## src/rtl/tiger_dmem_port.sv

```systemverilog
// Posted-write data-memory port: a small write buffer feeding an Avalon-MM master.
// Store acceptance is a single cycle; a load result is valid one cycle after avm_readdatavalid.
// memCanWrite drops when the buffer is full; loads and flushes wait for an idle, empty buffer.

// Generic synchronous FIFO holding the posted-write entries.
// Zero-latency read of the head entry; a push is visible at the head the cycle after.
// Pushes into a full FIFO and pops from an empty one are ignored.
module tiger_dmem_fifo #(
  parameter int WIDTH = 8,
  parameter int DEPTH = 4
) (
  input  logic                       clk,
  input  logic                       reset,
  input  logic                       push,
  input  logic [WIDTH-1:0]           push_dat,
  input  logic                       pop,
  output logic [WIDTH-1:0]           pop_dat,
  output logic [$clog2(DEPTH+1)-1:0] count,
  output logic                       full,
  output logic                       empty
);
  localparam int AW = $clog2(DEPTH);
  localparam int CW = $clog2(DEPTH+1);

  logic [WIDTH-1:0] mem [DEPTH];
  logic [AW-1:0]    wptr;
  logic [AW-1:0]    rptr;
  logic             push_ok;
  logic             pop_ok;

  assign full    = (count == CW'(DEPTH));
  assign empty   = (count == '0);
  assign push_ok = push && !full;
  assign pop_ok  = pop && !empty;
  assign pop_dat = mem[rptr];

  // Storage array; contents are only meaningful between the pointers, so no reset.
  always_ff @(posedge clk) begin
    if (push_ok) mem[wptr] <= push_dat;
  end

  // Pointers wrap naturally because DEPTH is a power of two.
  always_ff @(posedge clk or posedge reset) begin
    if (reset) begin
      wptr  <= '0;
      rptr  <= '0;
      count <= '0;
    end else begin
      if (push_ok) wptr <= wptr + AW'(1);
      if (pop_ok)  rptr <= rptr + AW'(1);
      count <= count + CW'(push_ok) - CW'(pop_ok);
    end
  end
endmodule

module tiger_dmem_port #(
  parameter int WBUF_DEPTH = 4
) (
  input  logic        clk,
  input  logic        reset,
  input  logic        memread,
  input  logic        memwrite,
  input  logic        mem16,
  input  logic        mem8,
  input  logic [31:0] memaddress,
  input  logic [31:0] memwritedata,
  output logic        memCanRead,
  output logic        memCanWrite,
  input  logic        dCacheFlush,
  output logic        canDCacheFlush,
  output logic [31:0] memreaddata,
  output logic        memreaddataValid,
  output logic [31:0] avm_address,
  output logic        avm_read,
  output logic        avm_write,
  output logic [3:0]  avm_byteenable,
  output logic [31:0] avm_writedata,
  input  logic [31:0] avm_readdata,
  input  logic        avm_readdatavalid,
  input  logic        avm_waitrequest
);
  localparam int CW = $clog2(WBUF_DEPTH+1);

  typedef struct packed {
    logic [29:0] word;
    logic [3:0]  be;
    logic [31:0] data;
  } wbuf_t;

  typedef enum logic [1:0] {IDLE, WR, RD_REQ, RD_WAIT} state_t;

  state_t      state, state_n;
  wbuf_t       wb_in, wb_head;
  logic [CW-1:0] wb_count;
  logic        wb_full, wb_empty, wb_pop;
  logic        wr_accept, rd_accept;
  logic [3:0]  fmt_be;
  logic [31:0] fmt_data;
  logic [1:0]  fmt_lane;
  logic [29:0] rd_word;
  logic [3:0]  rd_be;
  logic [1:0]  rd_lane;
  logic        rd_b8, rd_h16;
  logic [31:0] rd_shift, rd_ext;
  logic        unused_flush;

  // The flush request needs no action here: acceptance alone stalls the requester.
  assign unused_flush = dCacheFlush;

  assign memCanWrite    = !wb_full;
  assign memCanRead     = (state == IDLE) && wb_empty && !memwrite;
  assign canDCacheFlush = (state == IDLE) && wb_empty;
  assign wr_accept      = memwrite && !wb_full;
  assign rd_accept      = memread && memCanRead;

  // Byte enables, lane-replicated store data and load lane for the incoming request.
  always_comb begin
    fmt_be   = 4'b1111;
    fmt_data = memwritedata;
    fmt_lane = 2'b00;
    if (mem8) begin
      fmt_be   = 4'b0001 << memaddress[1:0];
      fmt_data = {4{memwritedata[7:0]}};
      fmt_lane = memaddress[1:0];
    end else if (mem16) begin
      fmt_be   = memaddress[1] ? 4'b1100 : 4'b0011;
      fmt_data = {2{memwritedata[15:0]}};
      fmt_lane = {memaddress[1], 1'b0};
    end
  end

  assign wb_in = '{word: memaddress[31:2], be: fmt_be, data: fmt_data};

  tiger_dmem_fifo #(.WIDTH($bits(wbuf_t)), .DEPTH(WBUF_DEPTH)) u_wbuf (
    .clk      (clk),
    .reset    (reset),
    .push     (wr_accept),
    .push_dat (wb_in),
    .pop      (wb_pop),
    .pop_dat  (wb_head),
    .count    (wb_count),
    .full     (wb_full),
    .empty    (wb_empty)
  );

  // State register.
  always_ff @(posedge clk or posedge reset) begin
    if (reset) state <= IDLE;
    else       state <= state_n;
  end

  // Next state and Avalon outputs; outputs come from stable registers so they hold under waitrequest.
  always_comb begin
    state_n        = state;
    wb_pop         = 1'b0;
    avm_read       = 1'b0;
    avm_write      = 1'b0;
    avm_address    = '0;
    avm_byteenable = '0;
    avm_writedata  = '0;
    case (state)
      IDLE: begin
        if (!wb_empty)      state_n = WR;
        else if (rd_accept) state_n = RD_REQ;
      end
      WR: begin
        avm_write      = 1'b1;
        avm_address    = {wb_head.word, 2'b00};
        avm_byteenable = wb_head.be;
        avm_writedata  = wb_head.data;
        if (!avm_waitrequest) begin
          wb_pop  = 1'b1;
          state_n = (wb_count > CW'(1) || wr_accept) ? WR : IDLE;
        end
      end
      RD_REQ: begin
        avm_read       = 1'b1;
        avm_address    = {rd_word, 2'b00};
        avm_byteenable = rd_be;
        if (!avm_waitrequest) state_n = RD_WAIT;
      end
      RD_WAIT: begin
        if (avm_readdatavalid) state_n = IDLE;
      end
      default: state_n = IDLE;
    endcase
  end

  // Capture the load address and size when a read is accepted.
  always_ff @(posedge clk or posedge reset) begin
    if (reset) begin
      rd_word <= '0;
      rd_be   <= '0;
      rd_lane <= '0;
      rd_b8   <= 1'b0;
      rd_h16  <= 1'b0;
    end else if (rd_accept) begin
      rd_word <= memaddress[31:2];
      rd_be   <= fmt_be;
      rd_lane <= fmt_lane;
      rd_b8   <= mem8;
      rd_h16  <= mem16 && !mem8;
    end
  end

  // Right-justify and zero-extend the addressed lanes of the returned word.
  always_comb begin
    rd_shift = avm_readdata >> {rd_lane, 3'b000};
    rd_ext   = rd_shift;
    if (rd_b8)       rd_ext = {24'b0, rd_shift[7:0]};
    else if (rd_h16) rd_ext = {16'b0, rd_shift[15:0]};
  end

  // Register the load result; valid is a one-cycle pulse, data holds until the next load.
  always_ff @(posedge clk or posedge reset) begin
    if (reset) begin
      memreaddata      <= '0;
      memreaddataValid <= 1'b0;
    end else begin
      memreaddataValid <= (state == RD_WAIT) && avm_readdatavalid;
      if ((state == RD_WAIT) && avm_readdatavalid) memreaddata <= rd_ext;
    end
  end
endmodule

```

## config.mk

```make
export PLATFORM = sky130hd
export DESIGN_NAME = tiger_dmem_port
export DESIGN_NICKNAME = d
export VERILOG_FILES = /design/src/rtl/tiger_dmem_port.sv
export SDC_FILE = /design/constraint.sdc
export NUM_CORES = 1
export LEC_CHECK = 0
export ABC_CLOCK_PERIOD_IN_PS = 7300
export CORE_ASPECT_RATIO = 0.8
export CORE_UTILIZATION = 45
export DETAILED_ROUTE_END_ITERATION = 7
export PLACE_DENSITY = 0.65
export SLEW_MARGIN = 20
export SYNTH_ARGS = -nofsm -noshare
export SYNTH_HDL_FRONTEND = slang
export SYNTH_SLANG_ARGS = --single-unit
```

## constraint.sdc

```tcl
create_clock -name clk -period 7.3 [get_ports clk]
set_clock_uncertainty 0.2 [all_clocks]
set_input_delay 1.46 -clock clk [delete_from_list [all_inputs] [get_ports clk]]
set_output_delay 1.46 -clock clk [all_outputs]
set_load 0.03 [all_outputs]
```

==> out/qor.yml <==
yosysUniqueCellTypes: 45
antenna_found_initial: 0
p_sw_frac: 0.3537
die_x_um: 202.5
worstPathArrival_ps: 3490
relSlewSlack: 0.2703
status: "completed"
cts_setup_buffers: 0
regArea_sq_um: 9937
synthFlopType: "edfxtp_1"
start_util: 0.4593
synth_edf_count: 264
final_core_util: 0.5715
synth_area_leader_cell: "edfxtp_1"
cts_tree: "built"
use_met1: 0.2811
worstSkewPairLatency_ps: 530
p_total_mw: 8.023
combPwrFrac: 0.415
p_leak_nw: 6.446
place_ws_ps: 2530
diodes: 0
cts.clk_slew.worst_paths_ps: 60
synthTopCellsByCount: "264 x edfxtp_1, 80 x dfrtp_1, 66 x mux4_2, 44 x nor2b_1"
syn2layout_area_growth_pct: 24.44
hold_viol: 0
dpl_cell_area_sq_um: 16860
slew_viol_final: 0
path_max_fanout: 46
core_area_sq_um: 31500
crit_type: "reg -> out"
htree_levels: 2
syn_inst: 800
fill_cells: 2504
cts-buffers-inserted: 36
cts_hold_buf: 0
multiInputGateArea_sq_um: 4172
gr-usage-met3: 0.03802
clkPwrFrac: 0.215
place.gp.congestion: 0.7374
rrSetupSlack_ps: 3810
crit_path_start_kind: "register"
synth.most_common_cell: "edfxtp_1"
ios: 211
dieArea_sq_um: 32870
top_usage_layer: "met2"
grt_usage: 0.1970
power_frac_seq: 0.370
cts.sinks: 344
cpMaxStageDelayCell: "ha_2"
drt_iter0_drc: 483
rsz0062_at_grt: "no"
grt_max_degree: 68
power_density_nw_per_um2: 445.7
drtPass1Iterations: 4
stdcell_area_sq_um: 18000
synth-seq-cells: 344
internal_power_mw: 5.185
synth_area_sq_um: 14470
ys_warn_count: 0
hpwl_um: 18380
setup-tns-final_ps: 0
path_cells: "inv_1 -> ha_2 -> buf_4 -> a22oi_1 -> nor2b_1 -> clkdlybuf4s50_1"
max_stage_delay_ps: 920
cts_resized: 0
drc: 0
ir_drop_uv: 281.8
nets: 1125
synth-seq-area-share: 0.6864
root_buffer: "clkbuf_16"
period_share: 0.7050
max_clock_freq_mhz: 194.3
met2_usage: 0.3110
wirelength_um: 31710
syn_avg_cell_area_sq_um: 18.08
core.rowCount: 58
drive_gt1_frac: 0.2058
stdcell_count: 1455
clockBufferDepth: 3
vias: 7794
numPlacedInstances: 1388
finalWorstSetupSlack_ps: 2154
setup.worst_path.end_class: "output port"
die_h_um: 162.4
hold_ws_ps: 284.6
worst_pin_slew_ps: 1095
path_delay_family: "buffers and inverters"
wl_per_cell_um: 21.79
ant_nets: 0
async_flop_share: 0.2326
fin_crit_ps: 5146
finalSetupViolations: 0
via_per_inst: 5.357
synth_area_leaders: "edfxtp_1 55%, dfrtp_1 14%, mux4_2 10%, mux2_4 3.5%, mux2_2 2.5%"
required_ps: 5640
hold_path.class: "reg -> reg"
portBuffers: 207
synth_top_area_frac: 0.5480
grt_pass1_wl_um: 49010
drv_cap: 0
grt_pass1_vias: 8292
grt.overflow.total: 0
path_buf_inv: 3
p_sw_mw: 2.837
-- final timing paths --
check | to | cells after the start | startpoint
max in group asynchronous | rd_word[22] | 3 | reset
min | memreaddata[21] | 2 | memreaddata[21]
min reg2reg | memreaddata[21] | 2 | memreaddata[21]
max reg2reg | u_wbuf.count[2] | 9 | state[1]
min in group asynchronous | u_wbuf.wptr[0] | 2 | reset
max | avm_address[23] | 6 | state[1]
-- cell type report --
cell class,count,area share
Sequential cell,344,0.5521
Multi-Input combinational cell,389,0.2318
Timing Repair Buffer,220,0.1216
Clock buffer,51,0.05770
Tap cell,420,0.02919
Clock inverter,15,0.004240
Inverter,16,0.003406
-- metal layers --
| metal | vias to the layer above | part of all wire |
|---|---|---|
| met5 | - | 0 |
| met4 | 0 | 0.019 |
| met3 | 45 | 0.048 |
| met2 | 187 | 0.47 |
| met1 | 4038 | 0.46 |
| li1 | 3524 | - |
-- worst reg2reg max path, cell delays in order (launching register included) --
cell and delay [ps]:
dfrtp_1 410, inv_1 130, ha_2 920, nor3b_1 580, ha_1 330, inv_1 50
ha_1 130, inv_1 50, fa_1 400, xor2_1 170
-- layout by cell type, fill, tap and decap left out, drive strengths merged, types with 2 or more instances in the layout --
master,netlist,layout
xnor2,2,2
inv,16,17
a22oi,34,34
ha,12,12
mux2,66,66
and2,33,33
o21bai,2,2
buf,31,13
xor2,2,2
dfrtp,80,80
a21oi,12,12
o21ai,25,25
nand2,25,25
nor3,2,2
clkbuf,21,51
clkinv,0,14
nand2b,4,4
a22o,16,16
a211oi,8,8
conb,1,2
and3,4,4
edfxtp,264,264
or2,2,2
nor2b,44,44
a21o,2,2
mux2i,19,19
clkdlybuf4s50,0,207
mux4,66,66
-- power groups by stage --
| stage | combinational (mW) | sequential (mW) | clock (mW) |
|---|---|---|---|
| 2_1_floorplan | 2.14 | 3.00 | 0 |
| 3_5_place_dp | 3.31 | 3.06 | 0 |
| 3_3_place_gp | 3.29 | 3.04 | 0 |
| 6_report | 3.33 | 2.96 | 1.73 |
| 5_1_grt | 3.55 | 3.02 | 1.85 |
| 4_1_cts | 3.32 | 3.03 | 1.77 |
-- flip-flops by register name, indices dropped and copies added, names as in the netlist --
| signal | cells |
|---|---|
| rd_word | 30 |
| u_wbuf.wptr | 2 |
| u_wbuf.count | 3 |
| u_wbuf.rptr | 2 |
| memreaddataValid | 1 |
| rd_be | 4 |
| memreaddata | 32 |
| rd_lane | 2 |
| state | 2 |
| u_wbuf.mem | 264 |
| rd_h16 | 1 |
| rd_b8 | 1 |
-- cell families after synthesis --
kind of cell	Yosys count	share of synthesized area
flip-flops	344	0.6864
multiplexers	151	0.1761
AND/OR/NAND/NOR	119	0.04878
AO/OA/AOI/OAI	100	0.04705
buffers and inverters	68	0.02716
adder cells (fa/ha/maj)	13	0.01176
XOR/XNOR	4	0.002422
other	1	0.0002592
Power figures use the tool's default switching activity.
